File: src/rtl/temp_sched_pkg.sv
// rtl/temp_sched_pkg.sv - shared types and constants for the temperature sample scheduler
package temp_sched_pkg;

   typedef enum logic [2:0] {
      IDLE = 3'd0,
      TRIG = 3'd1,
      WAIT = 3'd2,
      ACC  = 3'd3,
      GAP  = 3'd4
   } schedState_t;

   // Temperature words carry 4 fractional bits: 1 LSB = 1/16 degC.
   localparam int TEMP_FRAC_BITS = 4;
   localparam int TEMP_LSB_DIV   = 1 << TEMP_FRAC_BITS;

   localparam int DEF_TICK_DIV   = 50000;
   localparam int DEF_TIMEOUT_MS = 1000;

endpackage

File: src/rtl/ms_tick_gen.sv
// rtl/ms_tick_gen.sv - millisecond prescaler with synchronous clear and one-cycle tick
module ms_tick_gen
   import temp_sched_pkg::*;
#(
   parameter int DIV = DEF_TICK_DIV
) (
   input  logic Clk,
   input  logic Rst,
   input  logic Clr,
   output logic Tick
);

   localparam int CW = (DIV > 1) ? $clog2(DIV) : 1;
   localparam logic [CW-1:0] LAST   = CW'(DIV - 1);
   // The clearing cycle itself counts as the first cycle of the new period.
   localparam logic [CW-1:0] RELOAD = (DIV > 1) ? CW'(1) : '0;

   logic [CW-1:0] cnt;

   always_ff @(posedge Clk) begin
      if (Rst) begin
         cnt <= '0;
      end else if (Clr) begin
         cnt <= RELOAD;
      end else if (cnt == LAST) begin
         cnt <= '0;
      end else begin
         cnt <= cnt + 1'b1;
      end
   end

   assign Tick = (cnt == LAST);

endmodule

File: src/rtl/temp_sample_scheduler.sv
// rtl/temp_sample_scheduler.sv - sequences sensor conversions, averages readings, raises hysteretic alarm
module temp_sample_scheduler
   import temp_sched_pkg::*;
#(
   parameter int TICK_DIV   = DEF_TICK_DIV,
   parameter int TIMEOUT_MS = DEF_TIMEOUT_MS,
   parameter int MAX_RETRY  = 3,
   parameter int AVG_LOG2   = 2
) (
   input  logic        Clk,
   input  logic        Rst,
   input  logic        En,
   input  logic        OneShot,
   input  logic [15:0] IntervalMs,
   input  logic [15:0] AlarmHi,
   input  logic [7:0]  AlarmHyst,
   output logic        SnsStart,
   input  logic        SnsDone,
   input  logic [15:0] SnsData,
   output logic [15:0] TempAvg,
   output logic        TempValid,
   output logic        Alarm,
   output logic        Fault,
   output logic        Busy
);

   localparam int SW    = 16 + AVG_LOG2;
   localparam int NSAMP = 1 << AVG_LOG2;
   localparam int CNTW  = AVG_LOG2 + 1;
   localparam int RW    = (MAX_RETRY > 1) ? $clog2(MAX_RETRY + 1) : 1;
   localparam logic [15:0]   TIMEOUT_LAST = 16'(TIMEOUT_MS - 1);
   localparam logic [RW-1:0] RETRY_LAST   = RW'(MAX_RETRY - 1);
   localparam logic [CNTW-1:0] CNT_FULL   = CNTW'(NSAMP);

   schedState_t state, nextState;

   logic signed [SW-1:0] sum, rawExt, sumNext;
   logic [CNTW-1:0]      sampCnt, cntNext;
   logic [RW-1:0]        retryCnt;
   logic [15:0]          msCount, rawData, avgNext;
   logic                 oneShotLatch, oneShotReq;
   logic                 msTick, tickClr, msTimeout, lastRetry, gapDone;
   logic                 burstFull, publish, alarmNext;
   logic signed [16:0]   avg17, hi17, lo17;

   ms_tick_gen #(.DIV(TICK_DIV)) uTick (
      .Clk  (Clk),
      .Rst  (Rst),
      .Clr  (tickClr),
      .Tick (msTick)
   );

   assign rawExt     = SW'($signed(rawData));
   assign sumNext    = sum + rawExt;
   assign cntNext    = sampCnt + 1'b1;
   assign burstFull  = (cntNext == CNT_FULL);
   assign publish    = (state == ACC) && burstFull;
   assign avgNext    = 16'(sumNext >>> AVG_LOG2);
   assign oneShotReq = OneShot || oneShotLatch;
   assign msTimeout  = msTick && (msCount == TIMEOUT_LAST);
   assign lastRetry  = (retryCnt == RETRY_LAST);
   assign gapDone    = (IntervalMs == 16'd0) || (msTick && (msCount == IntervalMs - 16'd1));

   // 17-bit compare keeps the clear threshold from wrapping near -2048 degC.
   assign avg17 = {avgNext[15], avgNext};
   assign hi17  = {AlarmHi[15], AlarmHi};
   assign lo17  = hi17 - $signed({9'd0, AlarmHyst});

   always_comb begin
      alarmNext = Alarm;
      if (avg17 >= hi17) begin
         alarmNext = 1'b1;
      end else if (avg17 < lo17) begin
         alarmNext = 1'b0;
      end
   end

   always_comb begin
      nextState = state;
      case (state)
         IDLE: if (En || oneShotReq) nextState = TRIG;
         TRIG: nextState = WAIT;
         WAIT: begin
            if (SnsDone) begin
               nextState = ACC;
            end else if (msTimeout) begin
               nextState = lastRetry ? GAP : TRIG;
            end
         end
         ACC: begin
            if (!burstFull) begin
               nextState = TRIG;
            end else begin
               nextState = En ? GAP : IDLE;
            end
         end
         GAP: begin
            if (oneShotReq) begin
               nextState = TRIG;
            end else if (!En) begin
               nextState = IDLE;
            end else if (gapDone) begin
               nextState = TRIG;
            end
         end
         default: nextState = IDLE;
      endcase
   end

   assign tickClr = (nextState != state) && ((nextState == WAIT) || (nextState == GAP));

   always_ff @(posedge Clk) begin
      if (Rst) begin
         state        <= IDLE;
         sum          <= '0;
         sampCnt      <= '0;
         retryCnt     <= '0;
         msCount      <= '0;
         rawData      <= '0;
         oneShotLatch <= 1'b0;
         TempAvg      <= '0;
         TempValid    <= 1'b0;
         Alarm        <= 1'b0;
         Fault        <= 1'b0;
      end else begin
         state     <= nextState;
         TempValid <= 1'b0;

         // A request arriving in the publish cycle is kept for the next burst.
         if (OneShot) begin
            oneShotLatch <= 1'b1;
         end else if (publish) begin
            oneShotLatch <= 1'b0;
         end

         if (tickClr) begin
            msCount <= '0;
         end else if (msTick && ((state == WAIT) || (state == GAP))) begin
            msCount <= msCount + 16'd1;
         end

         case (state)
            WAIT: begin
               if (SnsDone) begin
                  rawData  <= SnsData;
                  retryCnt <= '0;
               end else if (msTimeout) begin
                  if (lastRetry) begin
                     Fault    <= 1'b1;
                     sum      <= '0;
                     sampCnt  <= '0;
                     retryCnt <= '0;
                  end else begin
                     retryCnt <= retryCnt + 1'b1;
                  end
               end
            end
            ACC: begin
               if (burstFull) begin
                  TempAvg   <= avgNext;
                  TempValid <= 1'b1;
                  Fault     <= 1'b0;
                  Alarm     <= alarmNext;
                  sum       <= '0;
                  sampCnt   <= '0;
               end else begin
                  sum     <= sumNext;
                  sampCnt <= cntNext;
               end
            end
            default: ;
         endcase
      end
   end

   assign SnsStart = (state == TRIG);
   assign Busy     = (state != IDLE);

endmodule

File: config.mk
export PLATFORM = sky130hd
export DESIGN_NAME = temp_sample_scheduler
export DESIGN_NICKNAME = d
export VERILOG_FILES = /design/src/rtl/temp_sched_pkg.sv /design/src/rtl/ms_tick_gen.sv /design/src/rtl/temp_sample_scheduler.sv
export SDC_FILE = /design/constraint.sdc
export NUM_CORES = 1
export LEC_CHECK = 0
export CAP_MARGIN = 20
export CORE_MARGIN = 2
export CORE_UTILIZATION = 30
export CTS_BUF_LIST = sky130_fd_sc_hd__clkbuf_8
export DETAILED_ROUTE_END_ITERATION = 8
export GPL_ROUTABILITY_DRIVEN = 1
export SLEW_MARGIN = 20
export SYNTH_ARGS = -nofsm -noshare
export SYNTH_HDL_FRONTEND = slang
export SYNTH_SLANG_ARGS = --single-unit
export TNS_END_PERCENT = 20
File: constraint.sdc
create_clock -name Clk -period 9.7 [get_ports Clk]
set_clock_uncertainty 0.2 [all_clocks]
set_input_delay 1.455 -clock Clk [delete_from_list [all_inputs] [get_ports Clk]]
set_output_delay 1.455 -clock Clk [all_outputs]
set_load 0.02 [all_outputs]
==> results.py <==
metrics = {
    "grt": {
        "grt_pass1_vias": 5134,
        "grt_max_degree": 64,
        "track_usage_pct": 13.8,
        "antenna_found_initial": 2,
        "grt_first_pass_wirelength_um": 25300,
        "grt-ovfl-total": 0,
    },
    "power_and_ir_drop": {
        "leakage_nw": 3.12,
        "power.net_switching_mw": 0.260,
        "intPower_mw": 0.630,
        "power_frac_comb_pct": 20.7,
        "power_mw": 0.891,
        "seq_power_share_pct": 45.2,
        "peakVddDrop_uv": 84.3,
        "switching_share_pct": 29.2,
        "powerDensity_nw_per_um2": 116,
        "power.clock.fraction_pct": 34.0,
    },
    "die": {
        "initial_utilization_pct": 30.5,
        "core_um2": 21000,
        "die_y_um": 150,
        "rows": 53,
        "die_w_um": 150,
        "io_pins": 82,
        "dieArea_um2": 22600,
    },
    "yosys": {
        "syn_inst": 806,
        "ys_seq_elements": 94,
        "ys_async_sr_fraction_pct": 0,
        "synthMuxAreaShare_pct": 0.625,
        "synth_xor_area_share_pct": 10.5,
        "yosysUniqueCellTypes": 66,
        "synth_area_per_cell_um2": 7.95,
        "synth_top_area_cell": "dfxtp_1",
        "yosysWarnings": 0,
        "synthTopCellsByCount": "dfxtp_1, nor2_1, nand2_1",
        "synth_nets": 931,
        "synth-edff-count": 0,
        "synth_simple_gate_area_share_pct": 24.5,
        "synthAdderAreaFrac_pct": 12.7,
        "synth_top_family_by_area": "simple AND/OR/NAND/NOR gates",
        "synth_compound_area_share_pct": 17.3,
        "netlist_area_um2": 6410,
        "synth_top_area_share_pct": 29.4,
        "synth.most_common_cell": "dfxtp_1",
        "synth.yosys.seq_area_share_pct": 29.4,
        "ys.flop_type": "dfxtp_1",
        "synth.area.top_cells": "dfxtp_1, ha_1, xnor2_1, nor2_1, nand2_1",
    },
    "sta": {
        "drv_slew": 0,
        "rsz0062_at_grt": "no",
        "tightest_slew_ns": 0.949,
        "setup_violations": 0,
        "period_minus_slack_ns": 5.09,
        "max_freq_mhz": 196,
        "setup_tns_ns": 0,
        "report.final.hold_viol_count": 0,
        "finalCritPeriodShare_pct": 52.5,
        "maxSlewHeadroom_pct": 36.7,
    },
    "clock_network": {
        "cts_made_buffers": 9,
        "cts_sinks": 94,
        "cts_resized": 0,
        "cts_buffer_depth": 2,
        "postCtsHoldBufs": 0,
        "htreeDepth": 3,
        "cts_tree": "done",
        "path_clk_slew_ns": 0.11,
        "clkLatencyLatePin_ns": 0.37,
        "cts_setup_buffers": 0,
        "cts_root_buf": "clkbuf_8",
    },
    "critical_path": {
        "cp.required_ns": 9.74,
        "cp.arrival_ns": 5.13,
        "setup.worst_path.end_class": "register",
        "start_kind": "primary input",
        "crit_path_max_fanout": 8,
        "path_class": "primary input to register",
    },
    "final_layout": {
        "area_growth_pct": 19.7,
        "layout.cells.non_filler": 1149,
        "diodes": 0,
        "layout-drive-gt1-share_pct": 3.78,
        "final_net_count": 994,
    },
    "placement": {
        "dpl.hpwl_um": 11700,
        "place_inst": 1133,
        "gp_congestion": 0.813,
        "numPortBuffers": 81,
    },
    "flow_run": {
        "drv_cap": 0,
    },
    "min_path": {
        "hold_path_class": "register to register",
    },
    "detailed_routing": {
        "dr.first_iter.drc_count": 220,
        "first_pass_iters": 4,
        "drt_wl_total_um": 15200,
        "vias_per_cell": 4.87,
        "vias": 5601,
        "drtAntennaViolNets": 0,
        "route.detailed.drc": 0,
        "post_drt_wl_per_cell_um": 13.3,
    },
    "status": {
        "status": "finished, final reports clean",
    },
}
## logic make-up (layout without fill, tap and decap cells)
family	count (synthesis)	in the layout
AOI/OAI and AO/OA	171	171
and+or+nand+nor	314	314
xor gates and xnor gates	77	77
DFF	94	94
muxes	4	4
adders and majority gates	64	64
buffers and inverters	82	150
## sequential cells by signal (all words and copies together) (netlist names)
| name | flops |
|---|---|
| msCount | 16 |
| sampCnt | 3 |
| TempAvg | 16 |
| rawData | 16 |
| uTick.cnt | 16 |
| TempValid | 1 |
| Alarm | 1 |
| oneShotLatch | 1 |
| retryCnt | 2 |
| state | 3 |
| sum | 18 |
| Fault | 1 |
## area by class of cell
type	instances	area [um2]
clock inverters	6	91.3
fillers	2176	13300
clock buffers	10	138
well taps	275	344
repair buffers	82	813
inverters	52	195
multi-input cells	630	4210
flip-flops and latches	94	1880
## per-layer routing
layer / up-vias / global-route usage, % / routed length (um)
li1: 2974 / - / -
met1: 2542 / 19.1 / 7880
met2: 80 / 22.1 / 6590
met3: 5 / 3.00 / 681
met4: 0 / 2.97 / 99
met5: - / 0 / 0
## worst max-delay path, cell delays in order
cell             delay, ns
clkdlybuf4s50_1       0.48
ha_1                  0.32
nor2b_1               0.12
o21ai_0               0.21
a21oi_1               0.12
o21ai_0               0.23
a21oi_1               0.12
o21a_1                0.27
o211a_1               0.23
nor4_1                0.30
ha_1                  0.30
a21oi_1               0.15
nor2b_1               0.06
o21ai_0               0.14
nand2b_1              0.07
a2111oi_0             0.40
a311oi_1              0.14
## placed cells by master (no fill, tap or decap), types with 5 or more instances in the layout
cell type / netlist / layout
nor2_1: 93 / 92
xnor2_1: 42 / 42
nand3_1: 17 / 17
dfxtp_1: 94 / 94
nand2b_1: 9 / 9
ha_1: 62 / 62
a21o_1: 5 / 5
clkbuf_8: 0 / 10
a31oi_1: 6 / 6
and3_1: 11 / 11
nand4_1: 18 / 18
o211a_1: 6 / 6
clkdlybuf4s50_1: 0 / 80
nor4_1: 10 / 10
xor2_1: 35 / 35
nor2b_1: 8 / 8
a21oi_1: 57 / 57
nor3_1: 26 / 26
inv_1: 52 / 52
a22oi_1: 18 / 18
o31ai_1: 6 / 6
nand2_1: 83 / 83
o21ai_0: 26 / 26
o21a_1: 11 / 11
and2_1: 8 / 8
## per-stage QoR
step / worst slack, ns / util, % / hold WS [ns] / area (um2)
after floorplan: 5.08 / - / 0.240 / 6410
after global placement: 4.33 / 35.4 / 0.243 / 7440
after detailed placement: 4.24 / 35.4 / 0.248 / 7440
after CTS: 4.63 / 36.5 / 0.263 / 7670
after global routing: 4.13 / 36.5 / 0.288 / 7670
final: 4.61 / 36.5 / 0.257 / 7670
## power by group through the flow
stage | clock [mW] | sequential, mW | combinational, mW
after floorplan | 0 | 0.410 | 0.120
after global placement | 0 | 0.412 | 0.185
after detailed placement | 0 | 0.412 | 0.185
after CTS | 0.315 | 0.403 | 0.187
after global routing | 0.328 | 0.405 | 0.209
final | 0.303 | 0.403 | 0.185
## worst paths after layout
kind,startpoint,end,slack [ns],depth (start not counted)
hold / removal,TempAvg[12],TempAvg[12],0.26,2
setup reg to reg,sum[0],Alarm,4.70,17
hold reg to reg,TempAvg[12],TempAvg[12],0.26,2
setup / recovery,AlarmHi[1],Alarm,4.61,17
Note: power is estimated with default switching activity, not from simulation.
